[config.mk]
export PLATFORM = sky130hd
export DESIGN_NAME = uart_transmitter
export DESIGN_NICKNAME = d
export VERILOG_FILES = /design/src/rtl/uart_pkg.sv /design/src/rtl/uart_tx_fifo.sv /design/src/rtl/uart_transmitter.sv
export SDC_FILE = /design/constraint.sdc
export NUM_CORES = 1
export LEC_CHECK = 0
export ABC_AREA = 1
export BUFFER_PORTS_ARGS = -buffer_cell sky130_fd_sc_hd__buf_2
export CELL_PAD_IN_SITES_DETAIL_PLACEMENT = 1
export CELL_PAD_IN_SITES_GLOBAL_PLACEMENT = 1
export CORE_MARGIN = 4
export CORE_UTILIZATION = 43
export DETAILED_ROUTE_END_ITERATION = 16
export PLACE_DENSITY = 0.72
export SYNTH_ARGS = -nofsm -noshare
export SYNTH_HDL_FRONTEND = slang
export SYNTH_SLANG_ARGS = --single-unit
[constraint.sdc]
create_clock -name clk -period 2.2 [get_ports clk]
set_input_delay 0.11 -clock clk [delete_from_list [all_inputs] [get_ports clk]]
set_output_delay 0.11 -clock clk [all_outputs]
set_load 0.01 [all_outputs]
[src/rtl/uart_pkg.sv]
// -----------------------------------------------------------------------------
// uart_pkg
// Shared definitions for the UART transmit and receive paths.
//   - FSM state encoding for the transmitter (PARITY exists only when
//     UART_TX_PARITY_EN is defined)
//   - frame constants (data width, line levels)
//   - symbol_edge_time(): clock cycles per bit, also used by the receiver
// Optional feature macro: UART_TX_PARITY_EN
// -----------------------------------------------------------------------------
package uart_pkg;

  localparam int   DATA_BITS   = 8;
  localparam logic START_LEVEL = 1'b0;
  localparam logic STOP_LEVEL  = 1'b1;
  localparam logic IDLE_LEVEL  = 1'b1;

`ifdef UART_TX_PARITY_EN
  typedef enum logic [2:0] {
    IDLE   = 3'd0,
    START  = 3'd1,
    DATA   = 3'd2,
    PARITY = 3'd3,
    STOP   = 3'd4
  } tx_state_e;
`else
  typedef enum logic [1:0] {
    IDLE  = 2'd0,
    START = 2'd1,
    DATA  = 2'd2,
    STOP  = 2'd3
  } tx_state_e;
`endif

  // Cycles per serial bit; integer divide, remainder is dropped.
  function automatic int symbol_edge_time(input int clock_freq, input int baud_rate);
    return clock_freq / baud_rate;
  endfunction

endpackage

[src/rtl/uart_tx_fifo.sv]
// -----------------------------------------------------------------------------
// uart_tx_fifo
// Synchronous FIFO buffering bytes for the UART transmitter.
// Ports:
//   clk, rst_n      clock, asynchronous active-low reset (flushes the FIFO)
//   push_i, data_i  write request and data (ignored when full)
//   pop_i           read request (ignored when empty)
//   data_o          head entry, valid while empty_o is low
//   count_o         number of stored entries
//   full_o, empty_o derived from count_o
// DEPTH must be a power of two so the pointers wrap naturally.
// -----------------------------------------------------------------------------
module uart_tx_fifo #(
  parameter int WIDTH = 8,
  parameter int DEPTH = 4
) (
  input  logic                     clk,
  input  logic                     rst_n,
  input  logic                     push_i,
  input  logic [WIDTH-1:0]         data_i,
  input  logic                     pop_i,
  output logic [WIDTH-1:0]         data_o,
  output logic [$clog2(DEPTH):0]   count_o,
  output logic                     full_o,
  output logic                     empty_o
);

  localparam int AW = $clog2(DEPTH);
  localparam int CW = AW + 1;

  logic [WIDTH-1:0] mem_q [DEPTH];
  logic [AW-1:0]    wr_ptr_q, rd_ptr_q;
  logic [CW-1:0]    count_q;
  logic             push_ok, pop_ok;

  assign full_o  = (count_q == CW'(DEPTH));
  assign empty_o = (count_q == '0);
  assign push_ok = push_i && !full_o;
  assign pop_ok  = pop_i && !empty_o;
  assign data_o  = mem_q[rd_ptr_q];
  assign count_o = count_q;

  always_ff @(posedge clk or negedge rst_n) begin
    if (!rst_n) begin
      wr_ptr_q <= '0;
      rd_ptr_q <= '0;
      count_q  <= '0;
    end else begin
      if (push_ok) wr_ptr_q <= wr_ptr_q + AW'(1);
      if (pop_ok)  rd_ptr_q <= rd_ptr_q + AW'(1);
      case ({push_ok, pop_ok})
        2'b10:   count_q <= count_q + CW'(1);
        2'b01:   count_q <= count_q - CW'(1);
        default: count_q <= count_q;
      endcase
    end
  end

  // Storage needs no reset: entries are only read after being written.
  always_ff @(posedge clk) begin
    if (push_ok) mem_q[wr_ptr_q] <= data_i;
  end

endmodule

[src/rtl/uart_transmitter.sv]
// -----------------------------------------------------------------------------
// uart_transmitter
// Transmit half of the memory-mapped UART. Bytes arrive over a valid/ready
// handshake, are buffered in uart_tx_fifo and serialized as 8N1 frames
// (8E1 when UART_TX_PARITY_EN is defined).
// Ports:
//   clk, rst_n     system clock, asynchronous active-low reset
//   data_in        byte to transmit
//   data_in_valid  data_in offered this cycle
//   data_in_ready  FIFO has room (combinational from the registered count)
//   tx_busy        frame in progress or bytes pending (registered)
//   fifo_count     bytes buffered, excluding the byte being shifted
//   serial_out     TX line, idle high, driven from a flop
// Optional feature macro: UART_TX_PARITY_EN (adds an even-parity bit)
//
// state  | meaning
// IDLE   | line high, waiting for the FIFO to become non-empty
// START  | start bit (low) for one symbol time
// DATA   | data bits 0..7, LSB first, one symbol time each
// PARITY | even-parity bit (only with UART_TX_PARITY_EN)
// STOP   | stop bit (high); pops the next byte on its last cycle if present
// -----------------------------------------------------------------------------
module uart_transmitter
  import uart_pkg::*;
#(
  parameter int CLOCK_FREQ = 50_000_000,
  parameter int BAUD_RATE  = 115_200,
  parameter int FIFO_DEPTH = 4
) (
  input  logic                          clk,
  input  logic                          rst_n,
  input  logic [7:0]                    data_in,
  input  logic                          data_in_valid,
  output logic                          data_in_ready,
  output logic                          tx_busy,
  output logic [$clog2(FIFO_DEPTH):0]   fifo_count,
  output logic                          serial_out
);

  localparam int SYM_CYCLES = symbol_edge_time(CLOCK_FREQ, BAUD_RATE);
  localparam int CNT_W      = $clog2(SYM_CYCLES) + 1;
  localparam logic [CNT_W-1:0] CYC_LAST = CNT_W'(SYM_CYCLES - 1);
  localparam logic [2:0]       BIT_LAST = 3'(DATA_BITS - 1);

  tx_state_e        state_q;
  logic [CNT_W-1:0] cyc_q, cyc_d;
  logic [2:0]       bit_q;
  logic [7:0]       shift_q;
  logic             serial_q;
  logic             busy_q;
`ifdef UART_TX_PARITY_EN
  logic             parity_q;
`endif

  logic [7:0] fifo_head;
  logic       fifo_empty, fifo_full, fifo_push, fifo_pop;
  logic       sym_last;

  assign sym_last      = (cyc_q == CYC_LAST);
  assign cyc_d         = sym_last ? '0 : cyc_q + CNT_W'(1);
  assign data_in_ready = !fifo_full;
  assign fifo_push     = data_in_valid && data_in_ready;
  // Pop from IDLE, or on the last stop-bit cycle so frames run back to back.
  assign fifo_pop      = !fifo_empty &&
                         ((state_q == IDLE) || ((state_q == STOP) && sym_last));

  uart_tx_fifo #(
    .WIDTH (8),
    .DEPTH (FIFO_DEPTH)
  ) u_fifo (
    .clk     (clk),
    .rst_n   (rst_n),
    .push_i  (fifo_push),
    .data_i  (data_in),
    .pop_i   (fifo_pop),
    .data_o  (fifo_head),
    .count_o (fifo_count),
    .full_o  (fifo_full),
    .empty_o (fifo_empty)
  );

  // tx_busy follows the FSM's next state. A non-empty FIFO never leaves the
  // FSM in IDLE (it pops on that same edge), so this also covers pending bytes
  // while keeping busy aligned with the frame on the line.
  always_ff @(posedge clk or negedge rst_n) begin
    if (!rst_n) begin
      state_q  <= IDLE;
      cyc_q    <= '0;
      bit_q    <= '0;
      shift_q  <= '0;
      serial_q <= IDLE_LEVEL;
      busy_q   <= 1'b0;
`ifdef UART_TX_PARITY_EN
      parity_q <= 1'b0;
`endif
    end else begin
      case (state_q)
        IDLE: begin
          cyc_q <= '0;
          if (fifo_pop) begin
            state_q  <= START;
            shift_q  <= fifo_head;
            serial_q <= START_LEVEL;
            busy_q   <= 1'b1;
`ifdef UART_TX_PARITY_EN
            parity_q <= ^fifo_head;
`endif
          end
        end

        START: begin
          cyc_q <= cyc_d;
          if (sym_last) begin
            state_q  <= DATA;
            bit_q    <= '0;
            serial_q <= shift_q[0];
          end
        end

        DATA: begin
          cyc_q <= cyc_d;
          if (sym_last) begin
            if (bit_q == BIT_LAST) begin
`ifdef UART_TX_PARITY_EN
              state_q  <= PARITY;
              serial_q <= parity_q;
`else
              state_q  <= STOP;
              serial_q <= STOP_LEVEL;
`endif
            end else begin
              bit_q    <= bit_q + 3'd1;
              shift_q  <= shift_q >> 1;
              serial_q <= shift_q[1];
            end
          end
        end

`ifdef UART_TX_PARITY_EN
        PARITY: begin
          cyc_q <= cyc_d;
          if (sym_last) begin
            state_q  <= STOP;
            serial_q <= STOP_LEVEL;
          end
        end
`endif

        STOP: begin
          cyc_q <= cyc_d;
          if (sym_last) begin
            if (fifo_pop) begin
              state_q  <= START;
              shift_q  <= fifo_head;
              serial_q <= START_LEVEL;
`ifdef UART_TX_PARITY_EN
              parity_q <= ^fifo_head;
`endif
            end else begin
              state_q  <= IDLE;
              serial_q <= IDLE_LEVEL;
              busy_q   <= 1'b0;
            end
          end
        end

        default: begin
          state_q  <= IDLE;
          cyc_q    <= '0;
          serial_q <= IDLE_LEVEL;
          busy_q   <= 1'b0;
        end
      endcase
    end
  end

  assign serial_out = serial_q;
  assign tx_busy    = busy_q;

endmodule

==> impl_results.md <==
* Status: completed
* Vias in the first global route at 2346
* Tcrit/Tclk final at 93.32%
* RSZ-0062 raised after global routing: no
* Fin crit period at slightly above 2 ns
* Worst-path clk slew at 0.08 ns
* Fin cells at around 460
* YS warnings at 0
* Total gr overflow at 0
* Synth area leaders: edfxtp_1 31%, dfrtp_1 25%, nand2_1 11%, nand3_1 6.0%, ha_1 5.7%
* Post-synthesis average cell area at 9.778 um^2
* Clock sink total at 64
* Rows at 30
* Slew HR at 47.41%
* Synth cell types at 32
* Critical path class: flop to flop
* CP required at between 2 and 2.5 ns
* Vias per inst at 4.849
* Crit start category: flop
* Setup violations, final at 0
* Maximum clock rate at between 400 and 500 MHz
* Detailed-route wire length at approximately 6600 um
* FF+latch count, synth at 64
* Residual DRC count at 0
* Die X at 92.50 um
* H-tree levels at 3
* Slew Limit Fails at 0
* Hold crit path type: input pin to flop
* Max cap viols at 0
* Leakage dissipation at 1.676 nW
* Die height at 92.50 um
* Crit path DAT at 2.28 ns
* Vias at 2250
* Mapped Cells at 314
* Antenna violations before repair at 0
* Insertion delay of the later-clocked pin in the worst-skew pair at 0.34 ns
* Final hold violation count at 0
* Initial DRC count at 74
* Setup Skew at 0.007306 ns
* CP endpoint kind: flop
* PortBufs at 16
* First-pass GRT wire length at 11340 um
* Asr flop ratio synth at 50.00%
* DP HPWL at 4609 um
* Post-synth EDFFs at 32
* Share of the synthesized area in the top cell type at 31.30%
* Crit-path max FO at 3
* Inst Count DP at 436
* Core Area at 6869 um^2
* Ys flop type: edfxtp_1
* Seq/Total Area, Yosys at between 50% and 60%
* Layout cells sized above 1 at just over 20%
* Post-Syn Area at approximately 3100 um^2
* Nets@finish at 389
* Max Root-Sink Buffers at 2
* Io pins at 17
* Final hold slack at roughly 0.27 ns
* Largest net degree at the start of global routing at 33
* Synth Net Count at 340
* Multi-input gate area in the final layout at 1201 um^2
* Diode count at 0
* CTS Buf Count at 9
* 1st-pass router iterations at 4
* Pwr Density at 1331 nW/um^2
* CTS tree: built
* Initial core utilization at between 40 and 50%
* DRT antenna net count at 0
* CTS root buf: clkbuf_8
* Area leader, netlist: edfxtp_1
* Layout area overhead at 21.64%
* WL/cell at between 10 and 15 um
* DIE AREA at 8556 um^2
* GP Congestion at 0.7238
* Layout fillers at 764
* Worst-Margin Slew at 0.7889 ns
* GR Util All Layers at about 17%
* Register area at between 1500 and 2000 um^2
* Peak VDD IR at 0.7286 mV
kinds of logic (layout without fill, tap and decap cells):
logic type	after synthesis	after routing	synth area share [%]
AOI/OAI and AO/OA	23	23	4.320
xor gates and xnor gates	6	6	1.711
adders and majority gates	15	15	6.357
buffers and inverters	37	91	4.726
DFF	64	64	57.42
and+or+nand+nor	169	169	25.47
cell usage after synthesis, types with 3 or more instances:
cell type   n
a21oi_1     7
buf_2       5
dfrtp_1    31
edfxtp_1   32
ha_1       14
inv_1      29
nand2_1    90
nand3_1    37
nor2_1     23
nor2_2      3
nor3_1      3
o21ai_0    12
xor2_1      4
stage by stage:
| stage | power, mW | util [%] | cell area [um^2] | setup WS [ns] | setup TNS, ns |
|---|---|---|---|---|---|
| floorplan | 3.124 | - | 3070 | 0.01142 | 0 |
| finish | 4.972 | 54.37 | 3735 | 0.1471 | 0 |
| detailed placement | 3.773 | 48.94 | 3362 | -0.006070 | -0.006070 |
| global placement | 3.691 | 48.94 | 3362 | 0.07441 | 0 |
| CTS | 4.922 | 53.48 | 3674 | 0.03654 | 0 |
| global route | 5.389 | 54.37 | 3735 | 0.01446 | 0 |
cell usage in the layout (no fill, tap or decap), types with 6 or more instances in the layout:
master and count:
a21oi_1 6, buf_2 16, buf_4 19, clkbuf_8 9, dfrtp_1 31, dlygate4sd3_1 9
edfxtp_1 32, ha_1 12, inv_1 25, nand2_1 89, nand3_1 37, nor2_1 23
o21ai_0 11
layer usage:
| layer | GRT usage (%) | vias to the layer above | routed length, um |
|---|---|---|---|
| li1 | - | 1124 | - |
| met1 | 20.61 | 1095 | 2878 |
| met2 | 30.09 | 24 | 3510 |
| met3 | 4.062 | 7 | 166 |
| met4 | 5.198 | 0 | 68 |
| met5 | 0 | - | 0 |
what timing repair did:
action / CTS / global route
buffers inserted: 0 / 3
resized for setup: 2 / 12
setup endpoints to repair: 1 / 2
endpoints found under the hold margin: 63 / 0
hold buffers: 9 / 0
pin swaps: 2 / 6
report_power, final:
part,switching (mW),internal [mW]
clock network,0.481,0.639
logic,1.32,0.787
registers,0.164,1.58
total,1.96,3.01
cell type report:
class | count | share of cell area, %
Inverter | 31 | 3.183
Tap cell | 96 | 3.216
Multi-Input combinational cell | 213 | 32.16
Clock buffer | 9 | 3.317
Clock inverter | 7 | 2.546
Sequential cell | 64 | 47.20
Timing Repair Buffer | 44 | 8.375
state kept, by name, summed over array words and instances, names as in the netlist:
signal	flops
u_fifo.mem_q	32
u_fifo.wr_ptr_q	2
u_fifo.count_o	3
shift_q	8
serial_out	1
bit_q	3
tx_busy	1
cyc_q	10
state_q	2
u_fifo.rd_ptr_q	2
path summary, 6_finish.rpt:
path                       slack, ns     startpoint  cells past startpoint           endpoint
min in group asynchronous       0.40          rst_n                      2         shift_q[3]
min reg2reg                     0.47     serial_out                      2         serial_out
min                             0.27  data_in_valid                      4  u_fifo.count_o[0]
max                             0.15       cyc_q[1]                     14  u_fifo.count_o[2]
max reg2reg                     0.15       cyc_q[1]                     14  u_fifo.count_o[2]
max in group asynchronous       1.30          rst_n                      2           cyc_q[4]
worst max-delay path, cell delays in order, from the launching register on:
cell	delay, ns
dfrtp_1	0.39
inv_2	0.07
ha_4	0.12
nand2_2	0.05
nor2_4	0.09
nand3_4	0.08
nand2_4	0.09
nand3_4	0.07
inv_4	0.07
ha_4	0.13
inv_2	0.05
fa_2	0.37
a21oi_2	0.15
o21ai_1	0.09
xnor2_1	0.13
Note: power is estimated with default switching activity, not from simulation.
